File: src/rtl/vote_collector_if.sv
// Ballot-collection bus between a vote source/ballot consumer and vote_collector.
// The master side offers votes and acknowledges ballots; the slave side is the collector.
interface vote_collector_if;
  logic       open;
  logic       vote_valid;
  logic [1:0] vote_id;
  logic       vote_yes;
  logic       vote_ready;
  logic [3:0] ballot;
  logic       ballot_valid;
  logic       ballot_ack;
  logic [3:0] received;
  logic       timed_out;
  logic       dup_err;

  modport master (
    output open,
    output vote_valid,
    output vote_id,
    output vote_yes,
    output ballot_ack,
    input  vote_ready,
    input  ballot,
    input  ballot_valid,
    input  received,
    input  timed_out,
    input  dup_err
  );

  modport slave (
    input  open,
    input  vote_valid,
    input  vote_id,
    input  vote_yes,
    input  ballot_ack,
    output vote_ready,
    output ballot,
    output ballot_valid,
    output received,
    output timed_out,
    output dup_err
  );
endinterface

File: src/rtl/vote_collector.sv
// Sequential front end for the four-input voter: opens a round, collects one ballot bit per
// voter, closes on full mask or timeout, and holds the ballot word until acknowledged.
module vote_collector #(
  parameter int unsigned TIMEOUT    = 16,
  parameter logic        ABSENT_VAL = 1'b0
) (
  input logic             clk,
  input logic             rst,
  vote_collector_if.slave bus
);

  typedef enum logic [1:0] {
    StIdle,
    StCollect,
    StPresent
  } state_e;

  localparam logic [7:0] TimerInit = 8'(TIMEOUT - 1);

  state_e     state_q, state_d;
  logic [7:0] timer_q, timer_d;
  logic [3:0] ballot_q, ballot_d;
  logic [3:0] received_q, received_d;
  logic       timed_out_q, timed_out_d;
  logic       dup_err_q, dup_err_d;

  logic [3:0] id_onehot;
  logic       vote_fire;
  logic       is_dup;

  always_comb begin
    id_onehot = 4'b0001 << bus.vote_id;
    vote_fire = bus.vote_valid && (state_q == StCollect);
    is_dup    = vote_fire && ((received_q & id_onehot) != 4'b0000);

    state_d     = state_q;
    timer_d     = timer_q;
    ballot_d    = ballot_q;
    received_d  = received_q;
    timed_out_d = timed_out_q;
    dup_err_d   = 1'b0;

    unique case (state_q)
      StIdle: begin
        if (bus.open) begin
          state_d     = StCollect;
          timer_d     = TimerInit;
          ballot_d    = 4'b0000;
          received_d  = 4'b0000;
          timed_out_d = 1'b0;
        end
      end

      StCollect: begin
        if (timer_q != 8'd0) begin
          timer_d = timer_q - 8'd1;
        end
        // First vote per voter wins; later ones only raise dup_err.
        if (vote_fire && !is_dup) begin
          received_d = received_q | id_onehot;
          ballot_d   = (ballot_q & ~id_onehot) | ({4{bus.vote_yes}} & id_onehot);
        end
        dup_err_d = is_dup;

        // A vote completing the mask on the last timer cycle beats the timeout.
        if (received_d == 4'b1111) begin
          state_d = StPresent;
        end else if (timer_q == 8'd0) begin
          state_d     = StPresent;
          timed_out_d = 1'b1;
          ballot_d    = (ballot_d & received_d) | ({4{ABSENT_VAL}} & ~received_d);
        end
      end

      StPresent: begin
        if (bus.ballot_ack) begin
          state_d = StIdle;
        end
      end

      default: begin
        state_d = StIdle;
      end
    endcase
  end

  always_ff @(posedge clk) begin
    if (rst) begin
      state_q     <= StIdle;
      timer_q     <= 8'd0;
      ballot_q    <= 4'b0000;
      received_q  <= 4'b0000;
      timed_out_q <= 1'b0;
      dup_err_q   <= 1'b0;
    end else begin
      state_q     <= state_d;
      timer_q     <= timer_d;
      ballot_q    <= ballot_d;
      received_q  <= received_d;
      timed_out_q <= timed_out_d;
      dup_err_q   <= dup_err_d;
    end
  end

  assign bus.vote_ready   = (state_q == StCollect);
  assign bus.ballot_valid = (state_q == StPresent);
  assign bus.ballot       = ballot_q;
  assign bus.received     = received_q;
  assign bus.timed_out    = timed_out_q;
  assign bus.dup_err      = dup_err_q;

  // The consumer relies on the ballot word not moving while it is presented.
  ballot_stable_a : assert property (
    @(posedge clk) disable iff (rst)
    (state_q == StPresent && !bus.ballot_ack) |=> (ballot_q == $past(ballot_q))
  );

endmodule

File: src/flat_wrapper.sv
// flat-port wrapper written by rule: the top's interface ports become plain ports
module vote_collector_flat 
#(
  parameter int unsigned TIMEOUT    = 16,
  parameter logic        ABSENT_VAL = 1'b0
)
  (clk, rst, bus_open, bus_vote_valid, bus_vote_id, bus_vote_yes, bus_ballot_ack, bus_vote_ready, bus_ballot, bus_ballot_valid, bus_received, bus_timed_out, bus_dup_err);
  vote_collector_if bus_i ();
  input logic clk;
  input logic rst;
  input wire logic [$bits(bus_i.open)-1:0] bus_open;
  input wire logic [$bits(bus_i.vote_valid)-1:0] bus_vote_valid;
  input wire logic [$bits(bus_i.vote_id)-1:0] bus_vote_id;
  input wire logic [$bits(bus_i.vote_yes)-1:0] bus_vote_yes;
  input wire logic [$bits(bus_i.ballot_ack)-1:0] bus_ballot_ack;
  output wire logic [$bits(bus_i.vote_ready)-1:0] bus_vote_ready;
  output wire logic [$bits(bus_i.ballot)-1:0] bus_ballot;
  output wire logic [$bits(bus_i.ballot_valid)-1:0] bus_ballot_valid;
  output wire logic [$bits(bus_i.received)-1:0] bus_received;
  output wire logic [$bits(bus_i.timed_out)-1:0] bus_timed_out;
  output wire logic [$bits(bus_i.dup_err)-1:0] bus_dup_err;
  assign bus_i.open = bus_open;
  assign bus_i.vote_valid = bus_vote_valid;
  assign bus_i.vote_id = bus_vote_id;
  assign bus_i.vote_yes = bus_vote_yes;
  assign bus_i.ballot_ack = bus_ballot_ack;
  assign bus_vote_ready = bus_i.vote_ready;
  assign bus_ballot = bus_i.ballot;
  assign bus_ballot_valid = bus_i.ballot_valid;
  assign bus_received = bus_i.received;
  assign bus_timed_out = bus_i.timed_out;
  assign bus_dup_err = bus_i.dup_err;
  vote_collector #(.TIMEOUT(TIMEOUT), .ABSENT_VAL(ABSENT_VAL)) u_core (.clk(clk), .rst(rst), .bus(bus_i));
endmodule
File: config.mk
export PLATFORM = sky130hd
export DESIGN_NAME = vote_collector_flat
export DESIGN_NICKNAME = d
export VERILOG_FILES = /design/src/rtl/vote_collector_if.sv /design/src/rtl/vote_collector.sv /design/src/flat_wrapper.sv
export SDC_FILE = /design/constraint.sdc
export NUM_CORES = 1
export LEC_CHECK = 0
export ABC_AREA = 0
export ABC_CLOCK_PERIOD_IN_PS = 4300
export CORE_AREA = 2 2 51 53
export CTS_BUF_LIST = sky130_fd_sc_hd__clkbuf_8
export CTS_CLUSTER_DIAMETER = 60
export DETAILED_ROUTE_END_ITERATION = 7
export DIE_AREA = 0 0 53 55
export MAX_ROUTING_LAYER = met4
export PLACE_DENSITY = 0.72
export SYNTH_ARGS = -nofsm -noshare
export SYNTH_HDL_FRONTEND = slang
export SYNTH_SLANG_ARGS = --single-unit
File: constraint.sdc
create_clock -name clk -period 4.3 [get_ports clk]
set_input_delay 0.43 -clock clk [delete_from_list [all_inputs] [get_ports clk]]
set_output_delay 0.43 -clock clk [all_outputs]
set_load 0.05 [all_outputs]
==> run summary, run 1 <==
status: complete, no violations
via count: 981
post-cts gate resize count: 0
die area: 2920 um^2
NetSw: 0.185 mW
Worst Path Max Fanout: 11
Die Ht: 55 um
final hold viol count: 0
Routed WL per cell: 14.1 um
First-pass DRT Iterations: 4
Yosys top cell by area: dfxtp_1
simple-gate share of the synthesized area: 26.5%
Primary FF master, synth: dfxtp_1
crit path DAT: 2090 ps
Leakage: 0.476 nW
Synth cell types: 40
sequential share of the synthesized area: 36.9%
Sequential Power Share: 41.5%
worst setup path class: flop to output pin
final global-route overflow total: 0
Synth warnings: 0
final core occ: 57.0%
Root Buffer: clkbuf_8
Clock Skews: 6.95 ps
core box area: 2360 um^2
cell row count: 18
Int Pwr: 0.352 mW
worst-case clock buffer depth: 2
Num CTS Buffers: 3
CTS Hold Bufs: 0
initial antenna violation count: 0
largest net degree at the start of global routing: 14
mux contribution to synthesized area: 3.92%
crit share post-route: 58.5%
relative slew slack: 38.9%
top-count cell post-synth: dfxtp_1
IR Drop Worst-Case VDD: 258 uV
Hold Path Class: flop to flop
hpwl dp: 1750 um
max-slew violations: 0
CTS tree: built
maxcap violations: 0
Post-Syn Nets: 133
RD Place Congestion: 0.850
pwr dens: 399 nW/um^2
initial core utilization: 45.9%
worst endpoint required time: 3870 ps
Ant. Diodes: 0
mapped cell area: 1080 um^2
Sink Count: 20
total power: 0.537 mW
final WL: 2410 um
Filler Cell Count: 215
clock network fraction of design power: 26.8%
first-pass GRT wire length: 4090 um
Comb pwr share: 31.8%
area grow syn2layout: 24.2%
post-synthesis xor/xnor area fraction: 4.04%
Post-synth ARST share: 0%
Ports: 20
flops & latches, synth: 20
Mapped Cells: 123
number of enable flip-flop cells after synthesis: 0
htree depth: 1
RSZ-0062 raised after global routing: false
largest family of logic cells by synthesized area: simple AND/OR/NAND/NOR gates
adder-cell share of the synthesized area: 2.31%
share of cells above drive strength 1: 10.6%
clock-pin slew on the worst setup and hold paths: 80 ps
Startpoint Class: flop
Area contributors post-synth: dfxtp_1 37%, a211oi_1 4.2%, nand2_1 3.5%, or3b_2 3.2%, a21oi_1 2.8%
Mean Syn Cell Area: 8.82 um^2
Iteration-0 DRC Markers: 24
vias in the first global route: 863
top post-synthesis cells by count: 20 x dfxtp_1, 10 x nand2_1, 8 x nor2_1
setup total negative slack: 0 ps
Final #Nets: 152
Min Clock Period, post-route: 2520 ps
vias per cell: 5.74
PortBufs: 19
post-CTS setup buffer count: 0
Slew @ Worst Pin: 914 ps
Synth Area in Compound Gates: 22.7%
CP Capture Type: output pin
Switching Share: 34.4%
die width: 53 um
post-route ant nets: 0
remaining routing DRC violations: 0
Yosys top cell area share: 36.9%
FMAX: 397 MHz
gr usage total: 19.7%
Worst-Skew Late Latency: 250 ps
final-report setup violation count: 0
cell type report:
| cell class | instances | area [um^2] | area share [%] |
|---|---|---|---|
| repair buffers | 19 | 190 | 14.1 |
| clock buffers | 4 | 55.1 | 4.09 |
| multi-input cells | 93 | 646 | 47.9 |
| flip-flops and latches | 20 | 400 | 29.7 |
| well taps | 30 | 37.5 | 2.79 |
| inverters | 5 | 18.8 | 1.39 |
layout by cell type (no fill, tap or decap), types with 2 or more instances in the layout:
cell type / n
a2111oi_2: 2
or3b_2: 4
a21oi_1: 6
xnor2_1: 3
nor3b_1: 3
nor3_1: 5
or4_1: 3
nor2_1: 8
xor2_1: 2
clkdlybuf4s50_1: 19
ha_1: 2
nand3b_1: 3
o21ai_0: 4
nand3_1: 5
mux2i_1: 2
a21o_1: 4
nand2_1: 10
o31ai_1: 2
inv_1: 5
dfxtp_1: 20
a211oi_1: 6
nand4_1: 2
clkbuf_8: 4
cells by family after synthesis:
group / count (synthesis)
buffers and inverters: 10
adder cells (fa/ha/maj): 2
AO/OA/AOI/OAI: 33
multiplexers: 3
flip-flops: 20
XOR/XNOR: 5
AND/OR/NAND/NOR: 50
metrics by stage:
| step | area, um^2 | hold slack, ps | setup WS, ps | cells |
|---|---|---|---|---|
| after floorplan | 1080 | 467 | 2510 | 123 |
| after global placement | 1290 | 454 | 2100 | 167 |
| after detailed placement | 1290 | 456 | 2030 | 167 |
| after CTS | 1350 | 473 | 1790 | 171 |
| after global routing | 1350 | 502 | 1680 | 171 |
| final | 1350 | 464 | 1780 | 171 |
critical path, cell delays in order (launching register included):
cell and delay [ps]:
dfxtp_1 420, or2b_1 280, inv_1 260, clkdlybuf4s50_1 870
routing by layer:
| layer | share of wire [%] | vias to the layer above | global-route usage, % |
|---|---|---|---|
| met2 | 44 | 25 | 29.0 |
| li1 | - | 495 | - |
| met1 | 51 | 459 | 27.9 |
| met5 | 0 | - | - |
| met3 | 4.7 | 2 | 2.69 |
| met4 | 0.70 | 0 | 6.41 |
power by group through the flow:
stage	logic [mW]	registers [mW]	clock network (mW)
final	0.171	0.223	0.144
after global routing	0.188	0.227	0.153
after CTS	0.171	0.222	0.145
after detailed placement	0.170	0.227	0
after global placement	0.167	0.226	0
after floorplan	0.121	0.233	0
sequential cells by signal, summed over array words and instances, names as in the netlist:
register / cells
u_core.bus.ballot: 4
u_core.bus.received: 4
u_core.timer_q: 8
u_core.state_q: 2
u_core.bus.timed_out: 1
u_core.bus.dup_err: 1
worst paths after layout:
check,from,endpoint,slack [ps],cells past startpoint
setup / recovery,u_core.state_q[0],bus_vote_ready,1780,3
hold / removal,u_core.bus.timed_out,u_core.bus.timed_out,460,2
setup reg to reg,u_core.timer_q[0],u_core.timer_q[2],2120,6
hold reg to reg,u_core.bus.timed_out,u_core.bus.timed_out,460,2
(Power assumes the default switching activity.)
==> run 2: changes to the inputs <==
--- a/config.mk
+++ b/config.mk
@@ -6,14 +6,14 @@
 export NUM_CORES = 1
 export LEC_CHECK = 0
 export ABC_AREA = 0
-export ABC_CLOCK_PERIOD_IN_PS = 4300
+export ABC_CLOCK_PERIOD_IN_PS = 2090
 export CORE_AREA = 2 2 51 53
 export CTS_BUF_LIST = sky130_fd_sc_hd__clkbuf_8
 export CTS_CLUSTER_DIAMETER = 60
 export DETAILED_ROUTE_END_ITERATION = 7
 export DIE_AREA = 0 0 53 55
 export MAX_ROUTING_LAYER = met4
-export PLACE_DENSITY = 0.72
+export PLACE_DENSITY = 0.75
 export SYNTH_ARGS = -nofsm -noshare
 export SYNTH_HDL_FRONTEND = slang
 export SYNTH_SLANG_ARGS = --single-unit
==> constraint.sdc (replaced) <==
create_clock -name clk -period 2.09 [get_ports clk]
set_input_delay 0.209 -clock clk [delete_from_list [all_inputs] [get_ports clk]]
set_output_delay 0.209 -clock clk [all_outputs]
set_load 0.05 [all_outputs]
==> run summary, run 2 (synthesis gave the netlist of run 1 again) <==
Cell Chain, Critical Path: and2b_2 -> clkdlybuf4s50_1
Die Ht: 55 um
status: complete, no violations
post-CTS setup buffer count: 0
most common cell after layout, fill and taps aside: dfxtp_1
initial core utilization: 45.9%
Ant. Diodes: 0
pwr dens: 798 nW/um^2
Iteration-0 DRC Markers: 20
final hold viol count: 0
Worst-Skew Late Latency: 260 ps
Routed WL per cell: 14.7 um
IR Drop Worst-Case VDD: 464 uV
Min Clock Period, post-route: 1920 ps
area grow syn2layout: 26.9%
crit path DAT: 1710 ps
post-route ant nets: 0
final global-route overflow total: 0
max-slew violations: 0
worst endpoint required time: 1880 ps
hpwl dp: 1900 um
RSZ-0062 raised after global routing: false
Root Buffer: clkbuf_8
PortBufs: 19
maxcap violations: 0
Critical-path top delay cell: clkdlybuf4s50_1
CP startpoint: u_core.state_q[1]
first-pass GRT wire length: 4200 um
core box area: 2360 um^2
worst setup path class: flop to output pin
placed cells: 173
via count: 1019
vias per cell: 5.79
metal2 WL: 1190 um
post-cts gate resize count: 0
met3 routed WL: 107 um
worst-case clock buffer depth: 2
reg2reg path depth: 7
Sink Count: 20
crit share post-route: 92.0%
final std cells w/o fill: 176
die area: 2920 um^2
Largest Register: u_core.timer_q
Hold Path Class: flop to flop
cell row count: 18
Worst Path Max Fanout: 7
First-pass DRT Iterations: 4
share of cells above drive strength 1: 14.4%
Clock Skews: 1.28 ps
CP peak stage delay: 790 ps
vias in the first global route: 901
r2r endpoint: u_core.timer_q[2]
FMAX: 520 MHz
CP Capture Type: output pin
Num CTS Buffers: 3
CTS Hold Bufs: 0
Met1 Routed Length: 1260 um
relative slew slack: 62.9%
gr usage total: 20.4%
setup total negative slack: 0 ps
die width: 53 um
CP endpoint: bus_ballot_valid
final-report setup violation count: 0
most frequent cells in the layout: 20 x dfxtp_1, 18 x clkdlybuf4s50_1, 10 x nand2_1, 8 x nor2_1, 7 x buf_4
initial antenna violation count: 0
final WL: 2600 um
clock-pin slew on the worst setup and hold paths: 70 ps
largest net degree at the start of global routing: 13
CTS tree: built
number of flip-flops in the largest register: 8
Ports: 20
Startpoint Class: flop
Reg2Reg Setup Slack: 230 ps
Slew @ Worst Pin: 555 ps
Final #Nets: 158
remaining routing DRC violations: 0
highest routed layer: met4
worst r2r src: u_core.timer_q[0]
htree depth: 1
Leakage: 0.499 nW
RD Place Congestion: 0.860
run 2: cell types whose count changed in the layout (fill, tap and decap cells not counted), sizes merged:
cell | before | now
buf | 0 | 7
clkdlybuf4s50 | 19 | 18
clkbuf | 4 | 3
run 2: worst min-delay path by stage:
stage,startpoint,endpoint,slack (ps),cells after the start
after floorplan,rst,u_core.timer_q[2],280,1
after global placement,u_core.bus.timed_out,u_core.bus.timed_out,480,2
after detailed placement,u_core.bus.timed_out,u_core.bus.timed_out,460,2
after CTS,u_core.bus.timed_out,u_core.bus.timed_out,480,2
after global routing,u_core.bus.timed_out,u_core.bus.timed_out,510,2
final,u_core.bus.timed_out,u_core.bus.timed_out,480,2
run 2: per-stage QoR:
stage	instance area, um^2	power [mW]	utilization [%]	setup WS, ps	hold slack, ps
6_report	1380	1.10	58.2	167	484
3_5_place_dp	1340	0.848	56.5	199	460
2_1_floorplan	1080	0.728	-	300	281
4_1_cts	1380	1.10	58.2	188	476
5_1_grt	1380	1.16	58.2	45.7	511
3_3_place_gp	1340	0.841	56.5	262	480
run 2: worst max-delay path, delay by kind of cell (launching register included):
family / cells / cell delay [ps]
buffers and inverters: 1 / 790
DFF: 1 / 460
and+or+nand+nor: 1 / 190
run 2: cell type report:
cell class | instances | area [um^2]
multi-input cells | 93 | 646
flip-flops and latches | 20 | 400
inverters | 5 | 18.8
well taps | 30 | 37.5
clock buffers | 3 | 41.3
repair buffers | 25 | 233
fillers | 234 | 988
run 2: report_power, final:
group	leakage [nW]	switching, mW	internal, mW
combinational	0.315	0.217	0.165
sequential	0.163	0.0459	0.415
clock	0.0216	0.126	0.129
total	0.499	0.389	0.709
run 2: layer usage:
metal / GRT usage [%] / vias up
li1: - / 509
met1: 28.2 / 482
met2: 30.8 / 23
met3: 2.42 / 5
met4: 7.69 / 0
met5: - / -
==> run 3: changes to the inputs <==
--- a/config.mk
+++ b/config.mk
@@ -7,6 +7,7 @@
 export LEC_CHECK = 0
 export ABC_AREA = 0
 export ABC_CLOCK_PERIOD_IN_PS = 2090
+export CAP_MARGIN = 25
 export CORE_AREA = 2 2 51 53
 export CTS_BUF_LIST = sky130_fd_sc_hd__clkbuf_8
 export CTS_CLUSTER_DIAMETER = 60
==> results of run 3 <==
No change in the layout: final DEF, timing and power equal those of run 2.
